<file path="src/rtl/stopwatch_pkg.sv">
// Shared constants and helpers for the MM:SS stopwatch: BCD digit limits,
// anode patterns and a two-digit BCD incrementer.
package stopwatch_pkg;

  localparam logic [3:0] ONES_MAX = 4'd9;
  localparam logic [3:0] TENS_MAX = 4'd5;

  localparam logic [3:0] AN_SEC_ONES = 4'b1110;
  localparam logic [3:0] AN_SEC_TENS = 4'b1101;
  localparam logic [3:0] AN_MIN_ONES = 4'b1011;
  localparam logic [3:0] AN_MIN_TENS = 4'b0111;

  typedef enum logic [1:0] {
    DIG_SEC_ONES,
    DIG_SEC_TENS,
    DIG_MIN_ONES,
    DIG_MIN_TENS
  } digit_e;

  typedef struct packed {
    logic [3:0] tens;
    logic [3:0] ones;
  } bcd2_t;

  function automatic logic bcd2_at_max(bcd2_t v);
    return (v.tens == TENS_MAX) && (v.ones == ONES_MAX);
  endfunction

  // Counts 00..59 and wraps to 00; the caller decides about carries.
  function automatic bcd2_t bcd2_inc(bcd2_t v);
    bcd2_t r;
    r = v;
    if (v.ones == ONES_MAX) begin
      r.ones = 4'd0;
      r.tens = (v.tens == TENS_MAX) ? 4'd0 : v.tens + 4'd1;
    end else begin
      r.ones = v.ones + 4'd1;
    end
    return r;
  endfunction

  function automatic logic [3:0] anode_for(digit_e d);
    logic [3:0] pat;
    case (d)
      DIG_SEC_ONES: pat = AN_SEC_ONES;
      DIG_SEC_TENS: pat = AN_SEC_TENS;
      DIG_MIN_ONES: pat = AN_MIN_ONES;
      default:      pat = AN_MIN_TENS;
    endcase
    return pat;
  endfunction

endpackage

</file>
<file path="src/rtl/btn_debounce.sv">
// Two-flop synchronizer followed by a level debouncer: the accepted level
// follows the input only after DEBOUNCE_CYC consecutive differing samples.
module btn_debounce #(
  parameter int DEBOUNCE_CYC = 1_000_000
) (
  input  logic clk,
  input  logic rst_n,
  input  logic btn,
  output logic level
);

  localparam int CW = (DEBOUNCE_CYC > 1) ? $clog2(DEBOUNCE_CYC) : 1;

  logic [1:0]    sync;
  logic [CW-1:0] cnt;

  // NOTE: sequential state uses non-blocking assignments and resets asynchronously
  // so every flop, including the synchronizer, starts from a known value.
  always_ff @(posedge clk or negedge rst_n) begin
    if (!rst_n) begin
      sync  <= 2'b00;
      cnt   <= '0;
      level <= 1'b0;
    end else begin
      sync <= {sync[0], btn};
      if (sync[1] == level) begin
        cnt <= '0;
      end else if (cnt == CW'(DEBOUNCE_CYC - 1)) begin
        level <= sync[1];
        cnt   <= '0;
      end else begin
        cnt <= cnt + 1'b1;
      end
    end
  end

endmodule

</file>
<file path="src/rtl/stopwatch_counter.sv">
// MM:SS stopwatch with pause/clear buttons, a 2 Hz field-adjust mode and a
// rotating one-cold anode select for a four-digit multiplexed display.
module stopwatch_counter
  import stopwatch_pkg::*;
#(
  parameter int DIV_1HZ      = 100_000_000,
  parameter int DIV_ADJ      = 50_000_000,
  parameter int DIV_SCAN     = 100_000,
  parameter int DEBOUNCE_CYC = 1_000_000
) (
  input  logic       clk,
  input  logic       rst_n,
  input  logic       pause_btn,
  input  logic       clr_btn,
  input  logic       adj,
  input  logic       sel,
  output logic [3:0] sec_ones,
  output logic [3:0] sec_tens,
  output logic [3:0] min_ones,
  output logic [3:0] min_tens,
  output logic [3:0] an
);

  localparam int W_RUN  = $clog2(DIV_1HZ);
  localparam int W_ADJ  = $clog2(DIV_ADJ);
  localparam int W_SCAN = $clog2(DIV_SCAN);

  logic              pause_level, pause_level_q, clr_level, paused;
  logic [W_RUN-1:0]  run_cnt;
  logic [W_ADJ-1:0]  adj_cnt;
  logic [W_SCAN-1:0] scan_cnt;
  logic              run_tick, adj_tick, scan_tick;
  bcd2_t             sec, min;
  digit_e            scan_digit;

  btn_debounce #(.DEBOUNCE_CYC(DEBOUNCE_CYC)) u_pause_db (
    .clk(clk), .rst_n(rst_n), .btn(pause_btn), .level(pause_level)
  );

  btn_debounce #(.DEBOUNCE_CYC(DEBOUNCE_CYC)) u_clr_db (
    .clk(clk), .rst_n(rst_n), .btn(clr_btn), .level(clr_level)
  );

  assign run_tick  = (run_cnt  == W_RUN'(DIV_1HZ - 1));
  assign adj_tick  = (adj_cnt  == W_ADJ'(DIV_ADJ - 1));
  assign scan_tick = (scan_cnt == W_SCAN'(DIV_SCAN - 1));

  // The run prescaler is parked at 0 during clear so the first second after
  // release is a full DIV_1HZ cycles long.
  always_ff @(posedge clk or negedge rst_n) begin
    if (!rst_n) begin
      run_cnt  <= '0;
      adj_cnt  <= '0;
      scan_cnt <= '0;
    end else begin
      run_cnt  <= (clr_level || run_tick) ? '0 : run_cnt + 1'b1;
      adj_cnt  <= adj_tick  ? '0 : adj_cnt + 1'b1;
      scan_cnt <= scan_tick ? '0 : scan_cnt + 1'b1;
    end
  end

  always_ff @(posedge clk or negedge rst_n) begin
    if (!rst_n) begin
      pause_level_q <= 1'b0;
      paused        <= 1'b0;
    end else begin
      pause_level_q <= pause_level;
      if (pause_level && !pause_level_q) paused <= !paused;
    end
  end

  // Clear beats adjust beats run; adjust wraps a field without carrying.
  always_ff @(posedge clk or negedge rst_n) begin
    if (!rst_n) begin
      sec <= '0;
      min <= '0;
    end else if (clr_level) begin
      sec <= '0;
      min <= '0;
    end else if (adj) begin
      if (adj_tick) begin
        if (sel) sec <= bcd2_inc(sec);
        else     min <= bcd2_inc(min);
      end
    end else if (run_tick && !paused) begin
      sec <= bcd2_inc(sec);
      if (bcd2_at_max(sec)) min <= bcd2_inc(min);
    end
  end

  always_ff @(posedge clk or negedge rst_n) begin
    if (!rst_n) begin
      scan_digit <= DIG_SEC_ONES;
    end else if (scan_tick) begin
      scan_digit <= digit_e'(scan_digit + 2'd1);
    end
  end

  assign an       = anode_for(scan_digit);
  assign sec_ones = sec.ones;
  assign sec_tens = sec.tens;
  assign min_ones = min.ones;
  assign min_tens = min.tens;

endmodule

</file>
<file path="config.mk">
export PLATFORM = sky130hd
export DESIGN_NAME = stopwatch_counter
export DESIGN_NICKNAME = d
export VERILOG_FILES = /design/src/rtl/stopwatch_pkg.sv /design/src/rtl/btn_debounce.sv /design/src/rtl/stopwatch_counter.sv
export SDC_FILE = /design/constraint.sdc
export NUM_CORES = 1
export LEC_CHECK = 0
export ABC_CLOCK_PERIOD_IN_PS = 5100
export BUFFER_PORTS_ARGS = -buffer_cell sky130_fd_sc_hd__buf_4
export CORE_MARGIN = 4
export CORE_UTILIZATION = 60
export CTS_CLUSTER_DIAMETER = 100
export DETAILED_ROUTE_END_ITERATION = 8
export GPL_TIMING_DRIVEN = 1
export PLACE_DENSITY = 0.78
export SLEW_MARGIN = 20
export SYNTH_ARGS = -nofsm -noshare
export SYNTH_HDL_FRONTEND = slang
export SYNTH_SLANG_ARGS = --single-unit
</file>
<file path="constraint.sdc">
create_clock -name clk -period 5.1 [get_ports clk]
set_input_delay 0 -clock clk [delete_from_list [all_inputs] [get_ports clk]]
set_output_delay 0 -clock clk [all_outputs]
set_load 0.05 [all_outputs]
</file>
==> results of run 1 <==
placed cells by master, fill, tap and decap left out, drive strengths merged, types with 5 or more instances in the layout:
master  count
a21oi      12
and3       20
buf        27
clkbuf     22
dfrtp     136
ha         17
inv        30
nand2      39
nand3      50
nand4      25
nor2      113
nor3       20
nor4       16
o21ai      10
or3         5
or4         9
or4b        7
xnor2      57
xor2       47
worst max path at each step:
stage,endpoint,slack [ps],cells after the start
6_report,adj_cnt[14],2400,4
5_1_grt,adj_cnt[21],2170,5
4_1_cts,adj_cnt[14],2350,4
3_5_place_dp,adj_cnt[14],2380,4
3_3_place_gp,scan_digit[1],2470,5
2_1_floorplan,sec_tens[2],2780,5
stage by stage:
stage          utilization [%]  std cells  hold slack [ps]  total power, mW  setup WS, ps
2_1_floorplan                -        681             -296             1.12          2780
3_3_place_gp              64.6        831             71.3             1.15          2470
3_5_place_dp              64.6        831             82.7             1.15          2380
4_1_cts                   70.6        866             81.3             2.45          2350
5_1_grt                   70.7        866             85.7             2.51          2170
6_report                  70.7        866             43.2             2.42          2400
cells by family (layout without fill, tap and decap cells):
kind of cell             after synthesis  count (layout)  share of synthesized area [%]
multiplexers                           4               4                          0.652
buffers and inverters                 45              90                           2.57
AND/OR/NAND/NOR                      335             335                           25.5
adder cells (fa/ha/maj)               17              17                           3.17
flip-flops                           136             136                           50.7
AO/OA/AOI/OAI                         40              40                           3.87
XOR/XNOR                             104             104                           13.6
metal layers:
metal | wire, um | vias to the layer above | track usage (%)
met4 | 271 | 0 | 9.98
met5 | 0 | - | 0
met1 | 6020 | 2483 | 30.2
met3 | 422 | 26 | 5.46
li1 | - | 2412 | -
met2 | 6850 | 66 | 36.4
state kept, by name, indices dropped and copies added (netlist names), 2 cells and up:
register / flops
sec_ones: 4
u_clr_db.cnt: 20
min_tens: 4
scan_cnt: 17
sec_tens: 4
scan_digit: 2
u_clr_db.sync: 2
min_ones: 4
u_pause_db.cnt: 20
u_pause_db.sync: 2
adj_cnt: 26
run_cnt: 27
power breakdown:
part	internal, mW	switching [mW]	leakage, nW
Clock	0.836	0.455	0.298
Combinational	0.0106	0.0330	1.27
Sequential	1.09	0.00490	1.83
repair_timing:
| item | 4_1_cts | 5_1_grt |
|---|---|---|
| endpoints found under the hold margin | 78 | 0 |
| endpoints found under the setup margin | 0 | 0 |
| hold buffers | 3 | 0 |
| setup buffers | 0 | 0 |
worst max-delay path: stages, from the launching register on:
cell and delay, ps:
dfrtp_1 440, or4b_1 550, or4b_2 660, nor3_2 760
nor2_1 130
area by class of cell:
class                           count  area [um^2]  share of cell area, %
Timing Repair Buffer               30          236                   3.07
Clock inverter                     10          165                   2.15
Tap cell                          140          175                   2.28
Inverter                           28          105                   1.37
Clock buffer                       22          463                   6.02
Multi-Input combinational cell    500         3150                   40.9
Sequential cell                   136         3400                   44.2
==> qor.yml, run 1 <==
route:
  wirelength_um: 13600
  detail-route-antenna-nets: 0
  wire_per_inst_um: 15.7
  viasPerCell: 5.76
  drt-pass1-iter-count: 5
  drcViolationCount: 0
  vias: 4987
  dr.first_iter.drc_count: 533
worst_setup_path:
  worst_setup_path_start_kind: "register"
  cp.required_ps: 5480
  timing.critical_path.from: "adj_cnt[16]"
  r2r-end: "adj_cnt[14]"
  worst_ep_arrival_time_ps: 3080
  r2r.worst_path.cells: 4
  timing.reg2reg.setup_slack_ps: 2400
  r2r-start: "adj_cnt[16]"
  worst_setup_end_kind: "register"
  crit_fanout: 16
  crit_type: "reg2reg"
global_route:
  antenna_found_initial: 0
  grt_pass1_wl_um: 23800
  grt_pass1_vias: 4995
  groute.usage.overall_pct: 22.9
  gr-total-overflow: 0
  grt_max_degree: 78
logic_synthesis:
  sequential_element_share_of_the_synthesized_area_pct: 50.7
  synthesized_area_um2: 6720
  synthArstFlopShare_pct: 100
  yosys.area.top_type_share_pct: 50.7
  ys_types: 52
  netlist_top_cells_count: "136 x dfrtp_1, 113 x nor2_1, 57 x xnor2_1"
  synth_seq_cells: 136
  synth_nets: 704
  synth_most_common_cell: "dfrtp_1"
  avgSynthCellArea_um2: 9.86
  yosys_warnings: 0
  synth.area.top_cells: "dfrtp_1 51%, xnor2_1 7.4%, nor2_1 6.3%"
  postSynth.topFlopCell: "dfrtp_1"
  number_of_enable_type_register_cells_in_the_synthesized_netlist: 0
  synthCells: 681
  yosysTopAreaCell: "dfrtp_1"
power_and_ir_drop:
  power_density_nw_per_um2: 315
  lkg_pwr_nw: 3.41
  vdd_drop_max_uv: 388
clocking:
  tritoncts: "built"
  post_cts.resized_instances: 0
  ctsLongestPathBuffers: 2
  clkLatencyLatePin_ps: 530
  ctsHtreeMaxLevel: 4
  register_clock_pin_slew_on_the_reported_worst_setup_and_hold_paths_ps: 60
  clock_tree.root_cell: "clkbuf_8"
  cts.sinks: 136
  cts-buffers-inserted: 17
worst_hold_path:
  worst_hold_path_type: "in2async"
timing:
  final_min_period_over_clock_period_pct: 53.0
  setup_viol_count_final: 0
  report.final.hold_viol_count: 0
  slew_viol_final: 0
  worst_slew_margin_rel_pct: 29.4
  tns_ps: 0
  period_minus_slack_ps: 2700
  rsz0062_at_grt: "no"
  maxClockFrequency_mhz: 370
  slew_of_the_pin_with_the_lowest_slew_margin_ps: 1050
  clock-skew-final_ps: 6.21
floorplanning:
  initial_util_pct: 61.7
  die_w_um: 114
  floorplan_die_area_um2: 13000
  coreArea_um2: 10900
  pin_count: 26
  dieHeight_um: 114
  placementRows: 38
place:
  portBuffers: 25
  hpwl_um: 8930
  placed_cell_area_um2: 7030
  gp_congestion: 0.847
final_layout:
  final_layout_size_suffix_gt1_share_pct: 10.5
  layout_stage_area_growth_over_the_synthesis_result_pct: 14.6
  fillerInstances: 770
  nNetsFinal: 736
  insertedDiodeCount: 0
  postLayoutCellArea_um2: 7700
run_status:
  status: "finished, final reports clean"
job:
  drv.max_cap_violation_count: 0
Power figures use the tool's default switching activity.
==> run 2, diff against run 1 <==
- ABC_CLOCK_PERIOD_IN_PS: 5100 -> 2400
- CORE_UTILIZATION: 60 -> 56
- PLACE_DENSITY: 0.78 -> 0.76
- clock period: 5.1 -> 2.4 ns (I/O delays scaled with it)
==> run 2 against run 1 <==
Net effect: non-clock buffer count is 29 higher; register-to-register slack worse by 2400 ps; combinational power is 120% higher; sequential power is 110% higher; final cell count is 3.7% higher; first-iteration DRC count is 35% lower; clock-buffer cell count is 1 higher.
==> qor.yml, run 2 (same netlist as run 1, synthesis figures left out) <==
run_status:
  status: "finished, final reports clean"  # unchanged
worst_setup_path:
  crit_path_max_incr_delay_ps: 530  # was 760 ps
  timing.reg2reg.setup_slack_ps: 20  # was 2400 ps
  worst_setup_path_start_kind: "register"  # unchanged
  crit_fanout: 6  # was 16
  worst-path-buf-inv: 0  # unchanged
  cp.required_ps: 2740  # was 5480 ps
  worst_path_dominant_cell_family: "simple AND/OR/NAND/NOR gates"  # unchanged
  crit_path_cell_trace: "or4b_4 > or4_4 > o22a_4 > or4b_4 > a21oi_2"  # was or4b_1 > or4b_2 > nor3_2 > nor2_1
  crit_type: "reg2reg"  # unchanged
  worst_ep_arrival_time_ps: 2720  # was 3080 ps
  worst_setup_end_kind: "register"  # unchanged
  critical-path-slowest-cell: "or4b_4"  # was nor3_2
  cpMostUsedCell: "or4b_4"
global_route:
  antenna_found_initial: 0  # unchanged
  grt_pass1_vias: 4995  # unchanged
  grt_pass1_wl_um: 23100  # was 23800 um
  groute.usage.overall_pct: 20.1  # was 22.9%
  grt_max_degree: 64  # was 78
  gr-total-overflow: 0  # unchanged
timing:
  slew_of_the_pin_with_the_lowest_slew_margin_ps: 526  # was 1050 ps
  period_minus_slack_ps: 2380  # was 2700 ps
  maxClockFrequency_mhz: 421  # was 370 MHz
  final_min_period_over_clock_period_pct: 99.0  # was 53.0%
  report.final.hold_viol_count: 0  # unchanged
  fin_ws_ps: 24.3  # was 2400 ps
  tns_ps: 0  # unchanged
  setup_viol_count_final: 0  # unchanged
  holdWs_ps: 84.2  # was 43.2 ps
  slew_viol_final: 0  # unchanged
  rsz0062_at_grt: "yes"  # was no
  clock-skew-final_ps: 5.22  # was 6.21 ps
  worst_slew_margin_rel_pct: 65.0  # was 29.4%
final_layout:
  top_regs: "run_cnt x27, adj_cnt x26"  # unchanged
  insertedDiodeCount: 0  # unchanged
  postLayoutCellArea_um2: 8010  # was 7700 um^2
  layout_common_cells: "136 x dfrtp_1, 113 x nor2_1, 57 x xnor2_1, 52 x buf_4, 50 x nand3_1"  # was 136 x dfrtp_1, 113 x nor2_1, 57 x xnor2_1, 50 x nand3_1, 47 x xor2_1
  registers.top_by_ff_count: "run_cnt"  # unchanged
  largest_reg_flops: 27  # unchanged
  final-instance-count-excl-fill: 898  # was 866
  layout_commonest_cell: "dfrtp_1"  # unchanged
  final_layout_size_suffix_gt1_share_pct: 15.6  # was 10.5%
  nNetsFinal: 766  # was 736
  fillerInstances: 854  # was 770
  layout_stage_area_growth_over_the_synthesis_result_pct: 19.2  # was 14.6%
  postLayoutCoreUtil_pct: 69.3  # was 70.7%
place:
  hpwl_um: 9020  # was 8930 um
  gp_congestion: 0.828  # was 0.847
  pre_cts_slack_ps: -47.3  # was 2380 ps
  placed_cell_area_um2: 7270  # was 7030 um^2
  dp.cells: 862  # was 831
  portBuffers: 25  # unchanged
route:
  detail-route-antenna-nets: 0  # unchanged
  drt-pass1-iter-count: 5  # unchanged
  wire_per_inst_um: 15.0  # was 15.7 um
  wirelength_um: 13500  # was 13600 um
  drcViolationCount: 0  # unchanged
  vias: 5074  # was 4987
  viasPerCell: 5.65  # was 5.76
  dr.first_iter.drc_count: 345  # was 533
clocking:
  tritoncts: "built"  # unchanged
  cts.sinks: 136  # unchanged
  register_clock_pin_slew_on_the_reported_worst_setup_and_hold_paths_ps: 60  # about the same
  ctsLongestPathBuffers: 2  # unchanged
  clock_tree.root_cell: "clkbuf_16"  # was clkbuf_8
  cts-buffers-inserted: 17  # unchanged
  ctsHtreeMaxLevel: 4  # unchanged
  clkLatencyLatePin_ps: 410  # was 530 ps
floorplanning:
  coreArea_um2: 11600  # was 10900 um^2
  floorplan_die_area_um2: 13800  # was 13000 um^2
  placementRows: 39  # was 38
  pin_count: 26  # unchanged
  die_w_um: 118  # was 114 um
  initial_util_pct: 58.1  # was 61.7%
  dieHeight_um: 118  # was 114 um
power_and_ir_drop:
  post-layout-total-power_mw: 5.10  # was 2.42 mW
  lkg_pwr_nw: 3.58  # was 3.41 nW
  power_density_nw_per_um2: 637  # was 315 nW/um^2
  vdd_drop_max_uv: 543  # was 388 uV
worst_hold_path:
  worst_hold_path_type: "in2async"  # unchanged
job:
  drv.max_cap_violation_count: 0  # unchanged
[run 2: worst paths after layout]
path	cells past startpoint	startpoint	endpoint
worst max-delay path	5	adj_cnt[16]	sec_tens[2]
worst min-delay path	2	rst_n	run_cnt[14]
worst max register to register	5	adj_cnt[16]	sec_tens[2]
worst min register to register	0	u_pause_db.sync[0]	u_pause_db.sync[1]
max in group asynchronous	3	rst_n	u_pause_db.cnt[8]
min in group clk	2	pause_btn	u_pause_db.sync[0]
[run 2: power by group]
group / switching (mW) / total, mW / internal [mW] / leakage, nW
combinational: 0.0704 / 0.0978 / 0.0274 / 1.45
sequential: 0.0104 / 2.32 / 2.31 / 1.83
clock: 0.930 / 2.69 / 1.76 / 0.305
total: 1.01 / 5.10 / 4.09 / 3.58
[run 2: timing repair]
item / CTS / global route
gates cloned: 0 / 1
resized for setup: 2 / 15
setup endpoints to repair: 4 / 22
setup buffers: 1 / 0
endpoints found under the hold margin: 110 / 0
pin swaps: 1 / 8
hold buffers: 3 / 0
[run 2: worst register-to-register path: stages (launching register included)]
cell and delay (ps):
dfrtp_1 370, or4b_4 530, or4_4 510, o22a_4 250, or4b_4 520, a21oi_2 120
[run 2: layer usage]
| layer | wire (um) | global-route usage, % | vias to the layer above |
|---|---|---|---|
| li1 | - | - | 2479 |
| met1 | 6230 | 26.3 | 2503 |
| met2 | 6780 | 32.8 | 77 |
| met3 | 314 | 5.57 | 15 |
| met4 | 180 | 6.52 | 0 |
| met5 | 0 | 0 | - |
[run 2: cell type report]
class / count / area, um^2 / area share, %
inverters: 28 / 105 / 1.31
repair buffers: 59 / 483 / 6.03
clock inverters: 8 / 118 / 1.47
clock buffers: 23 / 498 / 6.22
multi-input cells: 501 / 3220 / 40.2
flip-flops and latches: 136 / 3400 / 42.5
well taps: 143 / 179 / 2.23
==> run 3, diff against run 2 <==
- SETUP_SLACK_MARGIN: not set -> 0.15
==> run 3 against run 2 <==
Net effect: sequential power barely moved; via count rose by 1.6%; final cell count rose by 0.56%; fmax rose by 1.9%; clock-buffer cell count fell by 3; sequential share of layout area fell by 0.60 points; global-route usage rose by 1.5 points; worst hold slack improved by 62 ps; critical path type unchanged; largest power group unchanged; highest routed layer unchanged.
==> qor.yml, run 3 (same netlist as run 1, synthesis figures left out) <==
route:
  viasPerCell: 5.71  # was 5.65
  vias: 5154  # was 5074
  dr.first_iter.drc_count: 471  # was 345
  wirelength_um: 14000  # was 13500 um
  drt-pass1-iter-count: 6  # was 5
  drcViolationCount: 0  # unchanged
  wire_per_inst_um: 15.5  # was 15.0 um
  detail-route-antenna-nets: 0  # unchanged
clocking:
  tritoncts: "built"  # unchanged
  clock_tree.root_cell: "clkbuf_16"  # unchanged
  ctsHtreeMaxLevel: 4  # unchanged
  ctsLongestPathBuffers: 2  # unchanged
  cts-buffers-inserted: 17  # unchanged
  cts.sinks: 136  # unchanged
  register_clock_pin_slew_on_the_reported_worst_setup_and_hold_paths_ps: 60  # about the same
  clkLatencyLatePin_ps: 430  # was 410 ps
global_route:
  antenna_found_initial: 0  # unchanged
  grt_max_degree: 71  # was 64
  grt_pass1_wl_um: 24500  # was 23100 um
  grt_pass1_vias: 5184  # was 4995
  gr-total-overflow: 0  # unchanged
  groute.usage.overall_pct: 21.6  # was 20.1%
final_layout:
  fillerInstances: 834  # was 854
  final_layout_size_suffix_gt1_share_pct: 16.1  # was 15.6%
  layout_commonest_cell: "dfrtp_1"  # unchanged
  layout_common_cells: "136 x dfrtp_1, 113 x nor2_1, 56 x xnor2_1, 55 x buf_4, 50 x nand3_1"  # was 136 x dfrtp_1, 113 x nor2_1, 57 x xnor2_1, 52 x buf_4, 50 x nand3_1
  postLayoutCoreUtil_pct: 70.2  # was 69.3%
  nNetsFinal: 770  # was 766
  registers.top_by_ff_count: "run_cnt"  # unchanged
  insertedDiodeCount: 0  # unchanged
  layout_stage_area_growth_over_the_synthesis_result_pct: 20.9  # was 19.2%
  top_regs: "run_cnt x27, adj_cnt x26"  # unchanged
  largest_reg_flops: 27  # unchanged
floorplanning:
  initial_util_pct: 58.1  # unchanged
  pin_count: 26  # unchanged
  dieHeight_um: 118  # unchanged
  die_w_um: 118  # unchanged
  coreArea_um2: 11600  # unchanged
  floorplan_die_area_um2: 13800  # unchanged
  placementRows: 39  # unchanged
timing:
  report.final.hold_viol_count: 0  # unchanged
  setup_viol_count_final: 0  # unchanged
  worst_slew_margin_rel_pct: 57.7  # was 65.0%
  tns_ps: 0  # unchanged
  slew_of_the_pin_with_the_lowest_slew_margin_ps: 635  # was 526 ps
  slew_viol_final: 0  # unchanged
  clock-skew-final_ps: 10.3  # was 5.22 ps
  rsz0062_at_grt: "yes"  # unchanged
  final_min_period_over_clock_period_pct: 97.1  # was 99.0%
  maxClockFrequency_mhz: 429  # was 421 MHz
  period_minus_slack_ps: 2330  # was 2380 ps
worst_setup_path:
  crit_type: "reg2reg"  # unchanged
  worst_path_dominant_cell_family: "simple AND/OR/NAND/NOR gates"  # unchanged
  crit_path_cell_trace: "or4b_4 > or4_4 > o22a_4 > or4b_1 > a21oi_1"  # was or4b_4 > or4_4 > o22a_4 > or4b_4 > a21oi_2
  worst-path-buf-inv: 0  # unchanged
  worst_setup_path_start_kind: "register"  # unchanged
  crit_path_max_incr_delay_ps: 540  # was 530 ps
  worst_ep_arrival_time_ps: 2670  # was 2720 ps
  cp.required_ps: 2740  # about the same
  crit_fanout: 8  # was 6
  critical-path-slowest-cell: "or4b_4"  # unchanged
  worst_setup_end_kind: "register"  # unchanged
place:
  hpwl_um: 9320  # was 9020 um
  gp_congestion: 0.885  # was 0.828
  portBuffers: 25  # unchanged
worst_hold_path:
  worst_hold_path_type: "in2async"  # unchanged
power_and_ir_drop:
  power_density_nw_per_um2: 665  # was 637 nW/um^2
  power.share.clock_pct: 55.3  # was 52.7%
  lkg_pwr_nw: 3.63  # was 3.58 nW
  internal_power_mw: 4.33  # was 4.09 mW
  p_seq_share_pct: 42.9  # was 45.4%
  power.switching_mw: 1.07  # was 1.01 mW
  vdd_drop_max_uv: 830  # was 543 uV
  switching_share_pct: 19.7  # was 19.8%
  post-layout-total-power_mw: 5.40  # was 5.10 mW
  power_frac_comb_pct: 1.8  # was 1.9%
run_status:
  status: "finished, final reports clean"  # unchanged
job:
  drv.max_cap_violation_count: 0  # unchanged
-- run 3: worst paths after layout --
kind | slack (ps) | from | end | cells past startpoint
worst min register to register | 360 | u_pause_db.sync[0] | u_pause_db.sync[1] | 0
worst min-delay path | 150 | rst_n | run_cnt[14] | 2
worst max-delay path | 70 | adj_cnt[11] | sec_tens[2] | 5
min in group clk | 230 | pause_btn | u_pause_db.sync[0] | 2
max in group asynchronous | 1490 | rst_n | adj_cnt[8] | 3
worst max register to register | 70 | adj_cnt[11] | sec_tens[2] | 5
-- run 3: per-stage QoR --
step | worst slack, ps | instance area, um^2 | hold slack, ps | instances
floorplan | 110 | 6730 | -296 | 681
global placement | 11.0 | 7250 | 37.7 | 861
detailed placement | -47.3 | 7250 | 48.5 | 861
CTS | 45.2 | 8040 | 174 | 902
global route | -24.3 | 8120 | 214 | 903
finish | 68.8 | 8120 | 146 | 903
-- run 3: worst register-to-register path, stage by stage (launching register included) --
cell and delay [ps]:
dfrtp_1 380, or4b_4 540, or4_4 440, o22a_4 260
or4b_1 500, a21oi_1 140
-- run 3: power groups by stage --
stage | combinational [mW] | sequential [mW] | clock, mW
after floorplan | 0.0301 | 2.35 | 0
after global placement | 0.0941 | 2.36 | 0
after detailed placement | 0.0991 | 2.36 | 0
after CTS | 0.104 | 2.32 | 3.03
after global routing | 0.117 | 2.32 | 3.14
final | 0.0992 | 2.32 | 2.98
-- run 3: timing repair --
| item | CTS | global route |
|---|---|---|
| resized for setup | 10 | 17 |
| hold buffers | 3 | 0 |
| hold endpoints to repair | 68 | 0 |
| endpoints found under the setup margin | 17 | 46 |
| pin swaps | 11 | 8 |
| cloned | 0 | 1 |
| buffers inserted | 6 | 0 |
-- run 3: cell type report --
type	count	area, um^2	share of cell area (%)
clock buffer	20	457	5.62
multi-input combinational	500	3240	39.8
sequential	136	3400	41.9
timing repair buffer	64	522	6.42
clock inverter	12	221	2.73
inverter	28	105	1.29
tap	143	179	2.20
-- run 3: metal layers --
metal | share of wire (%) | wire, um | track usage, % | vias up
met4 | 1.7 | 243 | 8.21 | 0
li1 | - | - | - | 2500
met2 | 49 | 6800 | 35.1 | 82
met3 | 3.6 | 498 | 5.77 | 21
met1 | 46 | 6470 | 27.9 | 2551
met5 | 0 | 0 | 0 | -
